===== src/rtl/video_pattern_gen.sv =====
// Raster timing generator with selectable test patterns (solid, colour bars, ramp, checker).
// Produces a registered vsync/hsync/de/data stream and always finishes the frame in progress before idling.
module video_pattern_gen #(
    parameter int H_ACTIVE = 1920,
    parameter int H_FP     = 88,
    parameter int H_SYNC   = 44,
    parameter int H_BP     = 148,
    parameter int V_ACTIVE = 1080,
    parameter int V_FP     = 4,
    parameter int V_SYNC   = 5,
    parameter int V_BP     = 36,
    parameter int W_DATA   = 24,
    parameter int BAR_LOG2 = 8,
    parameter int CHK_LOG2 = 4
) (
    input  logic              clk,
    input  logic              rst,
    input  logic              en,
    input  logic [1:0]        pat_sel,
    input  logic [W_DATA-1:0] solid_color,
    output logic              vsync,
    output logic              hsync,
    output logic              de,
    output logic [W_DATA-1:0] data,
    output logic              frame_start,
    output logic              busy
);

    localparam int H_TOTAL = H_ACTIVE + H_FP + H_SYNC + H_BP;
    localparam int V_TOTAL = V_ACTIVE + V_FP + V_SYNC + V_BP;
    localparam int HW      = $clog2(H_TOTAL);
    localparam int VW      = $clog2(V_TOTAL);

    typedef enum logic [1:0] {S_IDLE, S_RUN, S_DRAIN} state_t;

    state_t            state;
    logic [HW-1:0]     hcnt_p0;
    logic [VW-1:0]     vcnt_p0;
    logic [1:0]        pat_q;
    logic [W_DATA-1:0] solid_q;
    logic [7:0]        frame_cnt;

    logic              de_p1, hsync_p1, vsync_p1, fs_p1, busy_p1;
    logic [W_DATA-1:0] data_p1;

    logic              issue, h_last, v_last, frame_last, first;
    logic              act, hs, vs;
    logic [1:0]        pat_cur;
    logic [W_DATA-1:0] solid_cur, pix;

    function automatic logic [W_DATA-1:0] bar_color(input logic [2:0] bar);
        logic [23:0] c;
        case (bar)
            3'd0:    c = 24'hFFFFFF;
            3'd1:    c = 24'hFFFF00;
            3'd2:    c = 24'h00FFFF;
            3'd3:    c = 24'h00FF00;
            3'd4:    c = 24'hFF00FF;
            3'd5:    c = 24'hFF0000;
            3'd6:    c = 24'h0000FF;
            default: c = 24'h000000;
        endcase
        return W_DATA'(c);
    endfunction

    function automatic logic [W_DATA-1:0] pattern(input logic [1:0] sel,
                                                  input logic [W_DATA-1:0] solid,
                                                  input logic [15:0] x,
                                                  input logic [15:0] y,
                                                  input logic [7:0] fc);
        logic [W_DATA-1:0] p;
        case (sel)
            2'd0:    p = solid;
            2'd1:    p = bar_color(3'(x >> BAR_LOG2));
            2'd2:    p = W_DATA'({3{x[7:0]}});
            default: p = ((((x >> CHK_LOG2) ^ (y >> CHK_LOG2) ^ 16'(fc)) & 16'd1) != 16'd0)
                         ? {W_DATA{1'b1}} : {W_DATA{1'b0}};
        endcase
        return p;
    endfunction

    always_comb begin
        issue      = (state != S_IDLE) || en;
        h_last     = (hcnt_p0 == HW'(H_TOTAL - 1));
        v_last     = (vcnt_p0 == VW'(V_TOTAL - 1));
        frame_last = h_last && v_last;
        first      = (hcnt_p0 == '0) && (vcnt_p0 == '0);
        // The first pixel uses the live selection, which is then held for the frame.
        pat_cur    = first ? pat_sel : pat_q;
        solid_cur  = first ? solid_color : solid_q;
        act        = (hcnt_p0 < HW'(H_ACTIVE)) && (vcnt_p0 < VW'(V_ACTIVE));
        hs         = (hcnt_p0 >= HW'(H_ACTIVE + H_FP)) && (hcnt_p0 < HW'(H_ACTIVE + H_FP + H_SYNC));
        vs         = (vcnt_p0 >= VW'(V_ACTIVE + V_FP)) && (vcnt_p0 < VW'(V_ACTIVE + V_FP + V_SYNC));
        pix        = act ? pattern(pat_cur, solid_cur, 16'(hcnt_p0), 16'(vcnt_p0), frame_cnt) : '0;
    end

    always_ff @(posedge clk) begin
        if (rst) begin
            state     <= S_IDLE;
            hcnt_p0   <= '0;
            vcnt_p0   <= '0;
            pat_q     <= '0;
            solid_q   <= '0;
            frame_cnt <= '0;
            de_p1     <= 1'b0;
            hsync_p1  <= 1'b0;
            vsync_p1  <= 1'b0;
            fs_p1     <= 1'b0;
            busy_p1   <= 1'b0;
            data_p1   <= '0;
        end else begin
            // p0 -> p1: decode the issued counter value into the registered stream
            busy_p1  <= issue;
            de_p1    <= issue && act;
            hsync_p1 <= issue && hs;
            vsync_p1 <= issue && vs;
            fs_p1    <= issue && first;
            data_p1  <= issue ? pix : '0;

            if (issue) begin
                if (first) begin
                    pat_q   <= pat_sel;
                    solid_q <= solid_color;
                end
                if (h_last) begin
                    hcnt_p0 <= '0;
                    vcnt_p0 <= v_last ? '0 : vcnt_p0 + 1'b1;
                end else begin
                    hcnt_p0 <= hcnt_p0 + 1'b1;
                end
                if (frame_last)
                    frame_cnt <= frame_cnt + 8'd1;
            end else begin
                hcnt_p0 <= '0;
                vcnt_p0 <= '0;
            end

            case (state)
                S_IDLE:  if (en) state <= S_RUN;
                S_RUN:   if (!en) state <= frame_last ? S_IDLE : S_DRAIN;
                S_DRAIN: begin
                    if (en)              state <= S_RUN;
                    else if (frame_last) state <= S_IDLE;
                end
                default: state <= S_IDLE;
            endcase
        end
    end

    assign vsync       = vsync_p1;
    assign hsync       = hsync_p1;
    assign de          = de_p1;
    assign data        = data_p1;
    assign frame_start = fs_p1;
    assign busy        = busy_p1;

endmodule


===== config.mk =====
export PLATFORM = sky130hd
export DESIGN_NAME = video_pattern_gen
export DESIGN_NICKNAME = d
export VERILOG_FILES = /design/src/rtl/video_pattern_gen.sv
export SDC_FILE = /design/constraint.sdc
export NUM_CORES = 1
export LEC_CHECK = 0
export ABC_AREA = 1
export CAP_MARGIN = 25
export CORE_MARGIN = 4
export CORE_UTILIZATION = 35
export DETAILED_ROUTE_END_ITERATION = 10
export SLEW_MARGIN = 20
export SYNTH_ARGS = -nofsm -noshare
export SYNTH_HDL_FRONTEND = slang
export SYNTH_SLANG_ARGS = --single-unit

===== constraint.sdc =====
create_clock -name clk -period 2 [get_ports clk]
set_clock_uncertainty 0.05 [all_clocks]
set_input_delay 0.6 -clock clk [delete_from_list [all_inputs] [get_ports clk]]
set_output_delay 0.6 -clock clk [all_outputs]
set_load 0.1 [all_outputs]

==> flow_metrics.py <==
metrics = {
    "cts": {
        "clk_pin_slew_worst_paths_ns": 0.06,
        "cts_max_level": 3,
        "clk_latency_ns": 0.34,
        "cts_tree": "done",
        "root_buffer": "clkbuf_16",
        "clock_path_buffers": 2,
        "cts_buffers": 9,
        "cts.sinks": 81,
    },
    "global_route": {
        "grt_max_degree": 29,
        "grt_pass1_wl_mm": 18.4,
        "grtUsageTotal_pct": 17.2,
        "grt_pass1_vias": 3831,
        "antenna_found_initial": 0,
        "grt-ovfl-total": 0,
    },
    "sta": {
        "fmax_mhz": 517,
        "final-hold-violation-count": 0,
        "slew_violations": 0,
        "fin_crit_ns": 1.93,
        "worstMarginPinSlew_ns": 0.429,
        "slew_headroom_pct": 70.6,
        "setup_viol": 0,
        "finalCritPeriodShare_pct": 96.7,
    },
    "synthesis": {
        "synthTopCellsByArea": "dfxtp_1 40%, nand3_1 12%, nand2_1 8.6%",
        "ys_seq_area_share_pct": 39.7,
        "ys_seq_elements": 81,
        "synth_area_per_cell_sq_um": 7.01,
        "syn_inst": 583,
        "yosysTopAreaCell": "dfxtp_1",
        "yosys.area.top_type_share_pct": 39.7,
        "synthArstFlopShare_pct": 0,
        "synth-edff-count": 0,
        "netlist_area_sq_um": 4090,
        "yosysUniqueCellTypes": 39,
        "synthesis.nets": 616,
        "synth_warnings": 0,
        "synth_ff_type": "dfxtp_1",
    },
    "critical_path": {
        "timing.rr.end": "data[4]$_SDFF_PP0_",
        "critical_path.top_delay_family": "simple AND/OR/NAND/NOR gates",
        "start_kind": "flip-flop",
        "cp_cell_sequence": "inv_2 > ha_4 > nand2_2 > nor2_2 > nand2_2 > nor2_8 > buf_6 > nand3_4 > nand2_4 > and3_4 > clkbuf_16 > nor2_1 > nor2_1",
        "cp_num_buf_inv": 3,
        "cpPeakStageDelay_ns": 0.32,
        "r2r_setup_slack_ns": 0.07,
        "crit_arrival_ns": 2.16,
        "worstPathRequired_ns": 2.23,
        "critPathKind": "flip-flop to flip-flop",
        "r2r_cells": 13,
        "reg2reg_from": "vcnt_p0[0]$_SDFFE_PP0P_",
        "slowest_stage": "dfxtp_1",
        "worstPathMaxFanout": 6,
        "end_kind": "flip-flop",
    },
    "placed_design": {
        "numPortBuffers": 57,
        "hpwl_mm": 8.60,
        "gp_congestion": 0.864,
        "dpl.cell_count": 806,
    },
    "cells_and_area": {
        "final_cells": 831,
        "area_growth_pct": 45.7,
        "nets": 716,
        "diodes": 0,
        "drive_gt1_share_pct": 21.9,
    },
    "floorplanning": {
        "dieArea_sq_um": 13500,
        "die_h_um": 116,
        "initial_core_util_pct": 35.8,
        "die_w_um": 116,
        "core_sq_um": 11400,
        "fp-row-count": 39,
        "ios": 58,
    },
    "pwr": {
        "p_total_w": 0.00488,
        "ir_drop_mv": 0.454,
        "p_per_area_nw_per_um2": 819,
        "p_leak_nw": 2.75,
    },
    "run": {
        "maxCapViolCount": 0,
    },
    "drt": {
        "wl_mm": 11.9,
        "wire_per_inst_um": 14.3,
        "first_pass_iters": 5,
        "final_antenna_net_count": 0,
        "routed_via_density": 5.00,
        "vias": 4158,
        "drt_iter0_drc": 386,
        "drc": 0,
    },
    "outcome": {
        "status": "complete, no violations",
    },
    "min_path": {
        "hold_depth": 2,
        "hold_class": "flip-flop to flip-flop",
        "worstHoldStart": "vcnt_p0[1]$_SDFFE_PP0P_",
        "hold_path_end": "vcnt_p0[1]$_SDFFE_PP0P_",
    },
}
## layer usage
layer	vias to the layer above	routed length [um]	GRT usage, %
met5	-	0	0
met4	0	227	7.35
met3	18	695	3.45
met2	157	5620	26.3
met1	1882	5370	23.7
li1	2101	-	-
## through the flow
stage                     setup slack, ns  util (%)  area, sq um  hold WS [ns]  setup TNS (ns)
after global placement             -0.202      47.4         5410         0.425           -6.29
after CTS                          0.0136      50.2         5730         0.456               0
final                              0.0652      52.2         5960         0.452               0
after detailed placement           -0.261      47.4         5410         0.445           -7.97
after global routing              -0.0360      52.2         5960         0.471          -0.157
after floorplan                     0.167         -         4090         0.403               0
## power breakdown
| group | switching, W | internal [W] | leakage [nW] |
|---|---|---|---|
| sequential | 0.0000715 | 0.00173 | 0.665 |
| clock | 0.000672 | 0.00104 | 0.144 |
| combinational | 0.000838 | 0.000538 | 1.94 |
| total | 0.00158 | 0.00330 | 2.75 |
## area by class of cell
class	instances	area, sq um
Multi-Input combinational cell	403	2130
Inverter	70	263
Tap cell	143	179
Timing Repair Buffer	118	1440
Clock inverter	5	61.3
Sequential cell	81	1630
Clock buffer	11	253
Fill cell	1071	5460
## how the worst max path moves through the flow
stage | slack [ns] | endpoint | depth (start not counted) | startpoint
3_5_place_dp | -0.26 | data[14]$_SDFF_PP0_ | 10 | en
2_1_floorplan | 0.17 | data[16]$_SDFF_PP0_ | 13 | vcnt_p0[0]$_SDFFE_PP0P_
6_report | 0.07 | data[4]$_SDFF_PP0_ | 13 | vcnt_p0[0]$_SDFFE_PP0P_
5_1_grt | -0.04 | data[17]$_SDFF_PP0_ | 12 | hcnt_p0[2]$_SDFF_PP0_
4_1_cts | 0.01 | data[4]$_SDFF_PP0_ | 13 | vcnt_p0[1]$_SDFFE_PP0P_
3_3_place_gp | -0.20 | data[13]$_SDFF_PP0_ | 10 | en
## cell usage after synthesis (2+ instances only)
library cell and n:
a21oi_1 15, a31oi_1 2, and3_1 2, buf_2 10, buf_4 3, buf_6 6
clkbuf_1 10, dfxtp_1 81, ha_1 4, inv_1 67, inv_2 3, nand2_1 94
nand2_2 5, nand3_1 97, nand3_2 4, nand4_1 8, nor2_1 83, nor2_2 2
nor3_1 11, nor4_1 3, o211ai_1 2, o21a_1 2, o21ai_0 28, o21bai_1 25
xor2_1 2
## sequential cells by signal (all words and copies together), names as in the netlist
name / count
solid_q: 24
frame_cnt: 1
hsync: 1
vsync: 1
data: 24
state: 2
frame_start: 1
de: 1
vcnt_p0: 11
hcnt_p0: 12
busy: 1
pat_q: 2
## tightest hold or removal path: stages, from the launching register on
cell	delay (ns)
dfxtp_1	0.31
inv_2	0.07
a211oi_1	0.06
## cell usage in the layout (no fill, tap or decap), types with 4 or more instances in the layout
master and count:
inv_2 8, nand3_2 10, o21bai_1 25, dfxtp_2 4, nand2_2 7, buf_4 49, nand2_1 93, nor2_2 5
buf_12 35, nor3_1 11, nand3_1 89, dfxtp_1 77, inv_1 62, clkbuf_16 11, nor2_1 80, a21oi_1 15
buf_6 4, clkdlybuf4s50_1 28, nand4_1 8, o21ai_0 28
## logic make-up after synthesis
group / after synthesis / share of synthesized area (%)
and+or+nand+nor: 317 / 35.9
adders and majority gates: 4 / 1.22
DFF: 81 / 39.7
buffers and inverters: 100 / 10.9
AOI/OAI and AO/OA: 78 / 11.7
xor gates and xnor gates: 3 / 0.643
## repair_timing
item | CTS | global route
endpoints found under the setup margin | 5 | 26
gates resized for setup | 3 | 32
cloned | 0 | 4
pin swaps | 0 | 8
hold buffers | 0 | 0
setup buffers | 0 | 5
endpoints found under the hold margin | 0 | 0
Power figures use the tool's default switching activity.
